--- src/rtl/rom_dn_writer_pkg.sv ---
// Shared types and memory-map constants for the ROM download writer
// and the download-side region decoder.
package rom_dn_writer_pkg;

   typedef enum logic [2:0] {
      ST_IDLE,
      ST_ACCEPT,
      ST_WRITE,
      ST_GAP,
      ST_DONE
   } state_t;

   localparam logic [2:0] REG_A1   = 3'd0;
   localparam logic [2:0] REG_B1   = 3'd1;
   localparam logic [2:0] REG_C1   = 3'd2;
   localparam logic [2:0] REG_D1   = 3'd3;
   localparam logic [2:0] REG_K2   = 3'd4;
   localparam logic [2:0] REG_L3   = 3'd5;
   localparam logic [2:0] REG_NONE = 3'd7;

   localparam logic [13:0] BASE_A1 = 14'h0000;
   localparam logic [13:0] BASE_B1 = 14'h0800;
   localparam logic [13:0] BASE_C1 = 14'h1000;
   localparam logic [13:0] BASE_D1 = 14'h1800;
   localparam logic [13:0] BASE_K2 = 14'h2000;
   localparam logic [13:0] BASE_L3 = 14'h2800;

   localparam int IMAGE_BYTES_DEF = 10496;

endpackage

--- src/rtl/rom_region_decode.sv ---
// Combinational map of a download address onto the ROM it lands in:
// 2 KiB program/char windows, then a 256-byte PROM window, else unmapped.
module rom_region_decode
   import rom_dn_writer_pkg::*;
(
   input  logic [13:0] addr,
   output logic [2:0]  region
);

   always_comb begin
      region = REG_NONE;
      unique case (addr[13:11])
         BASE_A1[13:11]: region = REG_A1;
         BASE_B1[13:11]: region = REG_B1;
         BASE_C1[13:11]: region = REG_C1;
         BASE_D1[13:11]: region = REG_D1;
         BASE_K2[13:11]: region = REG_K2;
         // PROM only occupies the first 256 bytes of its 2 KiB window
         BASE_L3[13:11]: region = (addr[10:8] == BASE_L3[10:8]) ? REG_L3 : REG_NONE;
         default:        region = REG_NONE;
      endcase
   end

endmodule

--- src/rtl/rom_dn_writer.sv ---
// Paced write master for the core ROM download port: one byte in over
// valid/ready, one single-cycle dn_wr out, then WR_GAP idle cycles.
module rom_dn_writer
   import rom_dn_writer_pkg::*;
#(
   parameter int IMAGE_BYTES = IMAGE_BYTES_DEF,
   parameter int WR_GAP      = 2,
   parameter int ADDR_W      = 14
) (
   input  logic              CLK_18M,
   input  logic              RESET_n,
   input  logic              start,
   input  logic              abort,
   input  logic              s_valid,
   input  logic [7:0]        s_data,
   output logic              s_ready,
   output logic [ADDR_W-1:0] dn_addr,
   output logic [7:0]        dn_data,
   output logic              dn_wr,
   output logic [2:0]        region,
   output logic              busy,
   output logic              done,
   output logic              overflow,
   output logic [15:0]       checksum
);

   localparam logic [ADDR_W-1:0] LAST_ADDR = ADDR_W'(IMAGE_BYTES - 1);
   localparam logic [3:0]        GAP_LOAD  = 4'(WR_GAP);

   state_t            state_q, state_d;
   logic [ADDR_W-1:0] addr_q, addr_d;
   logic [7:0]        data_q, data_d;
   logic              wr_q, wr_d;
   logic [15:0]       sum_q, sum_d;
   logic              done_q, done_d;
   logic              ovf_q, ovf_d;
   logic [3:0]        gap_q, gap_d;
   logic              restart;
   logic              byte_end;

   always_comb begin
      state_d  = state_q;
      addr_d   = addr_q;
      data_d   = data_q;
      wr_d     = 1'b0;
      sum_d    = sum_q;
      done_d   = done_q;
      ovf_d    = ovf_q;
      gap_d    = gap_q;
      restart  = 1'b0;
      byte_end = 1'b0;

      if (abort) begin
         // The strobe already on the bus this cycle counts as written.
         state_d = ST_IDLE;
         if (state_q == ST_WRITE) begin
            sum_d = sum_q + {8'h00, data_q};
         end
      end else begin
         unique case (state_q)
            ST_IDLE: begin
               restart = start;
            end
            ST_ACCEPT: begin
               if (s_valid) begin
                  data_d  = s_data;
                  wr_d    = 1'b1;
                  state_d = ST_WRITE;
               end
            end
            ST_WRITE: begin
               sum_d = sum_q + {8'h00, data_q};
               if (WR_GAP > 0) begin
                  gap_d   = GAP_LOAD;
                  state_d = ST_GAP;
               end else begin
                  byte_end = 1'b1;
               end
            end
            ST_GAP: begin
               if (gap_q <= 4'd1) begin
                  byte_end = 1'b1;
               end else begin
                  gap_d = gap_q - 4'd1;
               end
            end
            ST_DONE: begin
               restart = start;
               if (!start && s_valid) begin
                  ovf_d = 1'b1;
               end
            end
            default: state_d = ST_IDLE;
         endcase

         if (restart) begin
            addr_d  = '0;
            sum_d   = '0;
            done_d  = 1'b0;
            ovf_d   = 1'b0;
            state_d = ST_ACCEPT;
         end

         // Address stops at the last byte, so it can never wrap.
         if (byte_end) begin
            if (addr_q == LAST_ADDR) begin
               done_d  = 1'b1;
               state_d = ST_DONE;
            end else begin
               addr_d  = addr_q + ADDR_W'(1);
               state_d = ST_ACCEPT;
            end
         end
      end
   end

   always_ff @(posedge CLK_18M or negedge RESET_n) begin
      if (!RESET_n) begin
         state_q <= ST_IDLE;
         addr_q  <= '0;
         data_q  <= '0;
         wr_q    <= 1'b0;
         sum_q   <= '0;
         done_q  <= 1'b0;
         ovf_q   <= 1'b0;
         gap_q   <= '0;
      end else begin
         state_q <= state_d;
         addr_q  <= addr_d;
         data_q  <= data_d;
         wr_q    <= wr_d;
         sum_q   <= sum_d;
         done_q  <= done_d;
         ovf_q   <= ovf_d;
         gap_q   <= gap_d;
      end
   end

   assign s_ready  = (state_q == ST_ACCEPT);
   assign busy     = (state_q == ST_ACCEPT) || (state_q == ST_WRITE) || (state_q == ST_GAP);
   assign dn_addr  = addr_q;
   assign dn_data  = data_q;
   assign dn_wr    = wr_q;
   assign done     = done_q;
   assign overflow = ovf_q;
   assign checksum = sum_q;

   rom_region_decode u_region (
      .addr   (addr_q[13:0]),
      .region (region)
   );

endmodule
--- config.mk ---
export PLATFORM = sky130hd
export DESIGN_NAME = rom_dn_writer
export DESIGN_NICKNAME = d
export VERILOG_FILES = /design/src/rtl/rom_dn_writer_pkg.sv /design/src/rtl/rom_region_decode.sv /design/src/rtl/rom_dn_writer.sv
export SDC_FILE = /design/constraint.sdc
export NUM_CORES = 1
export LEC_CHECK = 0
export CAP_MARGIN = 30
export CORE_MARGIN = 5
export CORE_UTILIZATION = 51
export DETAILED_ROUTE_END_ITERATION = 10
export HOLD_SLACK_MARGIN = 0.08
export PLACE_DENSITY = 0.8
export SETUP_SLACK_MARGIN = 0.02
export SYNTH_ARGS = -nofsm -noshare
export SYNTH_HDL_FRONTEND = slang
export SYNTH_SLANG_ARGS = --single-unit
--- constraint.sdc ---
create_clock -name CLK_18M -period 2.3 [get_ports CLK_18M]
set_input_delay 0.46 -clock CLK_18M [delete_from_list [all_inputs] [get_ports CLK_18M]]
set_output_delay 0.46 -clock CLK_18M [all_outputs]
set_load 0.01 [all_outputs]
# Word level (Yosys, flattened, before mapping)
# Cells that the tools add are included.
dict set report classes {
  n_eq_ne 13
  n_bitwise 1
  addsub 3
  reduce_logical 16
  n_lt_le_gt_ge 1
  n_mux 30
}
# operator count
set ops {}
lappend ops {{16-bit two-way mux} 3}
lappend ops {{14-bit two-way mux} 3}
lappend ops {{3-bit case mux with 6 select lines} 1}
lappend ops {{16-bit by 8-bit adder with 16-bit output} 1}
lappend ops {{3-bit two-way mux} 5}
lappend ops {{14-bit by 1-bit adder with 14-bit output, second input constant} 1}
lappend ops {{14-bit equality test, second input constant} 1}
lappend ops {{1-bit two-way mux} 14}
lappend ops {{3-bit by 2-bit equality test with 1-bit output, second input constant} 4}
lappend ops {{3-bit equality test, second input constant} 3}
lappend ops {{3-bit logical NOT} 3}
lappend ops {{3-bit case mux with 3 select lines} 1}
lappend ops {{3-bit AND reduction} 3}
lappend ops {{4-bit case mux with 2 select lines} 1}
lappend ops {{3-bit by 1-bit equality test with 1-bit output, second input constant} 2}
lappend ops {{2-bit nonzero test} 3}
lappend ops {{5-bit by 3-bit inequality test with 1-bit output, second input constant} 1}
lappend ops {{4-bit by 1-bit less-or-equal comparator with 1-bit output, second input constant} 1}
lappend ops {{4-bit two-way mux} 1}
lappend ops {{4-bit by 1-bit inequality test with 1-bit output, second input constant} 1}
lappend ops {{4-bit by 1-bit subtractor with 4-bit output, second input constant} 1}
lappend ops {{3-bit OR reduction} 1}
lappend ops {{1-bit logical OR} 2}
lappend ops {{2-bit two-way mux} 1}
lappend ops {{other kinds (6)} 6}
dict set report totals {
  output_inout_bits 46
  regBits 48
}

# Logic depth before layout (Yosys ltp)
dict set report depth {
  depth_word 7
  ltp_mapped 9
}

# Hierarchy
# Synthesis repeated with hierarchy kept, for this count alone.
dict set report hier_totals {
  hier_cells 281
  hier_area_um2 2855.2
}
# mod instances area_each_um2 cells_per_inst seq_area_each_um2
set modules_own_cells {}
lappend modules_own_cells {rom_dn_writer 1 2821.5 276 1201.2}
lappend modules_own_cells {rom_region_decode 1 33.8 5 0.0}

# Worst setup path before layout
# Ideal clock, no wire load.
dict set report synth_timing {
  kind {register to register}
  from {register gap_q[0]}
  to {register addr_q[11] (netlist: dn_addr[11])}
  stages_incl_launch_ff 8
  t_arrival_ps 2013
  n_path_buf 0
  slack_ps 208
  path_cell_list {dfrtp_1 inv_1 ha_1 nor2_1 or4b_1 a21o_1 or4_1 a21oi_1}
}
dict set report synth_between {
  elab_chain_cells 5
}
# item line
set synth_rtl {}
lappend synth_rtl {{start, declared} rom_dn_writer.sv:37} ;# logic [3:0] gap_q, gap_d;
lappend synth_rtl {{start signal, assigned} rom_dn_writer.sv:135} ;# gap_q <= gap_d;
lappend synth_rtl {{4-bit by 1-bit less-or-equal comparator with 1-bit output} rom_dn_writer.sv:81} ;# if (gap_q <= 4'd1) begin
lappend synth_rtl {{1-bit two-way mux} rom_dn_writer.sv:81}
lappend synth_rtl {{1-bit two-way mux} n/a}
lappend synth_rtl {{1-bit two-way mux} rom_dn_writer.sv:53} ;# if (abort) begin
lappend synth_rtl {{14-bit two-way mux} rom_dn_writer.sv:105} ;# if (byte_end) begin
lappend synth_rtl {{end signal, assigned} rom_dn_writer.sv:129} ;# addr_q <= addr_d;
lappend synth_rtl {{end, declared} rom_dn_writer.sv:31} ;# logic [ADDR_W-1:0] addr_q, addr_d;
# No other way between the ends. The select of a mux whose other input is x is not followed.
# A chain may end at the register's enable or synchronous reset.

# Worst setup path in the final report
# Same ends and word-level chain as after synthesis.

==> run summary <==
Tightest Hold Check Type: in2async
Port Buf Inserts: 58
Seq pwr share: 40.4%
cell at the root of the clock tree: sky130_fd_sc_hd__clkbuf_8
latest clock arrival within the worst-skew pair: 0.31 ns
Combinational Power Share: 40.0%
proportion of total power due to net switching: 35.8%
Achievable Freq: 458 MHz
synth unique cells: 47
Routability Congestion: 0.876
area share of and/or/nand/nor cells after synthesis: 26.2%
floorplan core area: 5140 um2
reg-to-reg endpoint: dn_addr[11]
number of I/O pins: 59
maximum ir drop on the vdd rail: 0.000580 V
# diodes: 0
worst setup path endpoint: dn_addr[11]
compound-cell area share of the yosys netlist: 17.1%
R2R cell count: 7
final routed DRC violation total: 0
mux share of post-synthesis cell area: 1.84%
fraction of the yosys area taken by sequential cells: 44.2%
Post-Place Cells: 442
die outline width: 83.0 um
ratio of cells with drive above 1 in the final layout: 12.0%
Leak: 1.68 nW
total wire length: 6.83 mm
number of violations reported at the end of detailed-routing iteration 0: 229
CTS clock-pin slew for the worst setup and hold paths: 0.09 ns
largest net degree at the start of global routing: 30
YS warnings: 0
clock buffer count from CTS: 5
count of pins over their slew limit: 0
Clock Tree Buf Depth: 2
parity-gate share of the synthesized area counting xor and xnor cells: 2.26%
Max stage delay cell, worst path: sky130_fd_sc_hd__or4b_4
setup repair after global routing missed its margin: false
TritonCTS clock tree: built
area occupied by multi-input gates: 1470 um2
overflow left after global routing: 0
remaining antenna violation count: 0
drt wl/cell: 15.1 um
clock network fraction of design power: 19.6%
count of mapped cells out of synthesis: 304
data required time at the worst endpoint: 2.53 ns
Detailed Routing Iterations Pass 1: 4
sequential standard cell area: 1200 um2
switching pwr: 0.000971 W
type of element launching the critical path: flop
number of flops mapped to enable cells by yosys: 0
Post-DP HPWL: 5.07 mm
skew final: 0.00289 ns
final critical-path required period: 2.18 ns
Filler Cells Inserted: 441
post-synthesis average cell area: 8.94 um2
synth cell count leaders: 56 x sky130_fd_sc_hd__nand2_1, 48 x sky130_fd_sc_hd__dfrtp_1, 19 x sky130_fd_sc_hd__a21oi_1, 19 x sky130_fd_sc_hd__nand3_1, 18 x sky130_fd_sc_hd__nor2_1
Worst Path Arrival: 2.42 ns
largest fanout on the critical path: 7
final cycle utilization of the critical path: 94.9%
number of placement rows: 26
wire length of the first global-routing pass: 11.7 mm
combinational family with the most area after synthesis: simple AND/OR/NAND/NOR gates
count of placed standard cells in the final layout, fillers left out: 452
largest cells by area after synthesis: sky130_fd_sc_hd__dfrtp_1 44%, sky130_fd_sc_hd__nand2_1 7.7%, sky130_fd_sc_hd__ha_1 5.1%
depth of the CTS H-tree: 2
normalized max-slew margin: 66.6%
Adder-Cell Fraction of Synth Area: 5.80%
Maximum Capacitance Violations: 0
area added between synthesis and finish: 33.9%
delay of the slowest cell on the worst path: 0.54 ns
Setup violations, final: 0
Num Clock Sinks: 48
Tot Pwr: 0.00271 W
outcome: complete, no violations
number of vias in the routed layout: 2,602
path type of the worst setup path: reg2reg
most instantiated library cell after synthesis: sky130_fd_sc_hd__nand2_1
Crit Reg-Reg Startpoint: gap_q[0]
most used flip-flop cell after synthesis: sky130_fd_sc_hd__dfrtp_1
share of flip-flops with an asynchronous set or reset after synthesis: 100%
Slew @ Worst Pin: 0.500 ns
number of nets in the layout: 406
placed inst area: 3500 um2
library cell with the largest summed area after synthesis: sky130_fd_sc_hd__dfrtp_1
area fraction of the dominant cell type after synthesis: 44.2%
detail-routed via count per cell: 5.76
endpoint kind of the worst setup timing path: flop
initial antenna violation count: 0
#FFs+latches synth: 48
area of the die: 6890 um2
final hold violation count: 0
setup slack on the worst flop-to-flop path: 0.12 ns
y dimension of the die: 83.0 um
power per standard cell area: 745 nW/um2
Worst setup startpoint: gap_q[0]
# hold bufs at CTS: 0
net count after synthesis: 329
worst path cell trace: inv_1 -> ha_2 -> nor2_1 -> or4b_4 -> a21o_4 -> or4_1 -> a21oi_1
Starting Density: 52.9%
vias in the first global route: 2,490
overall track demand over capacity in global routing: 20.1%
post-route design area: 3640 um2
cell internal power dissipation: 0.00174 W
Syn Std Cell Area: 2720 um2
## stage by stage
step                util, %  setup slack, ns  setup TNS (ns)  hold WS (ns)
finish                 70.8            0.118               0        0.0996
global route           70.8          0.00582               0         0.134
CTS                    70.2           0.0591               0         0.118
detailed placement     68.1           -0.175          -0.526         0.452
global placement       68.1           -0.144          -0.406         0.443
floorplan                 -            0.208               0         0.164
## timing repair
| action | in CTS | in global routing |
|---|---|---|
| setup buffers | 1 | 1 |
| pin swaps | 0 | 4 |
| endpoints found under the hold margin | 0 | 0 |
| gates resized for setup | 1 | 7 |
| endpoints found under the setup margin | 2 | 10 |
## final cells by class
cell class | instances | area share [%]
well taps | 70 | 2.41
repair buffers | 81 | 21.0
multi-input cells | 239 | 40.4
flip-flops and latches | 48 | 33.0
clock buffers | 7 | 2.37
inverters | 6 | 0.619
clock inverters | 1 | 0.206
## power by group through the flow
stage	sequential [W]	combinational [W]	clock, W
floorplan	0.00113	0.000557	0
global placement	0.00110	0.00101	0
detailed placement	0.00110	0.00105	0
CTS	0.00109	0.00106	0.000541
global route	0.00112	0.00120	0.000582
finish	0.00109	0.00108	0.000531
## how the worst min path moves through the flow
stage / startpoint / end / slack [ns] / cells past startpoint
floorplan: RESET_n / checksum[0] / 0.16 / 0
global placement: RESET_n / checksum[12] / 0.44 / 1
detailed placement: RESET_n / checksum[12] / 0.45 / 1
CTS: RESET_n / dn_data[7] / 0.12 / 1
global route: RESET_n / checksum[0] / 0.13 / 1
finish: RESET_n / checksum[12] / 0.1 / 1
## layer usage
layer	share of wire, %	GRT usage [%]
met5	0	0
met4	1.7	6.98
met3	5.7	4.55
met2	47	31.6
met1	46	27.4
## critical path: cells and delay by family (launching register included)
kind                     cells  cell delay [ns]
flip-flops                   1             0.41
buffers and inverters        1             0.07
AO/OA/AOI/OAI                2             0.37
AND/OR/NAND/NOR              3             1.10
adder cells (fa/ha/maj)      1             0.18
## logic make-up (layout without fill, tap and decap cells)
logic type               after synthesis  in the layout
adder cells (fa/ha/maj)               12             12
flip-flops                            48             48
AO/OA/AOI/OAI                         71             71
XOR/XNOR                               7              7
buffers and inverters                 17             95
multiplexers                           5              5
AND/OR/NAND/NOR                      144            144
## flip-flops by register name, summed over array words and instances (netlist names)
register,flops
done,1
dn_wr,1
checksum,16
gap_q,4
overflow,1
dn_addr,14
dn_data,8
state_q,3
## placed cells by master, fill, tap and decap left out, drive strengths merged, types with 10 or more instances in the layout
cell and n:
o21ai 14, nand2 56, a21oi 19, nor2 18
clkdlybuf4s50 56, dfrtp 48, nand3 19, ha 11
nor3 10, buf 24
(Power assumes the default switching activity.)
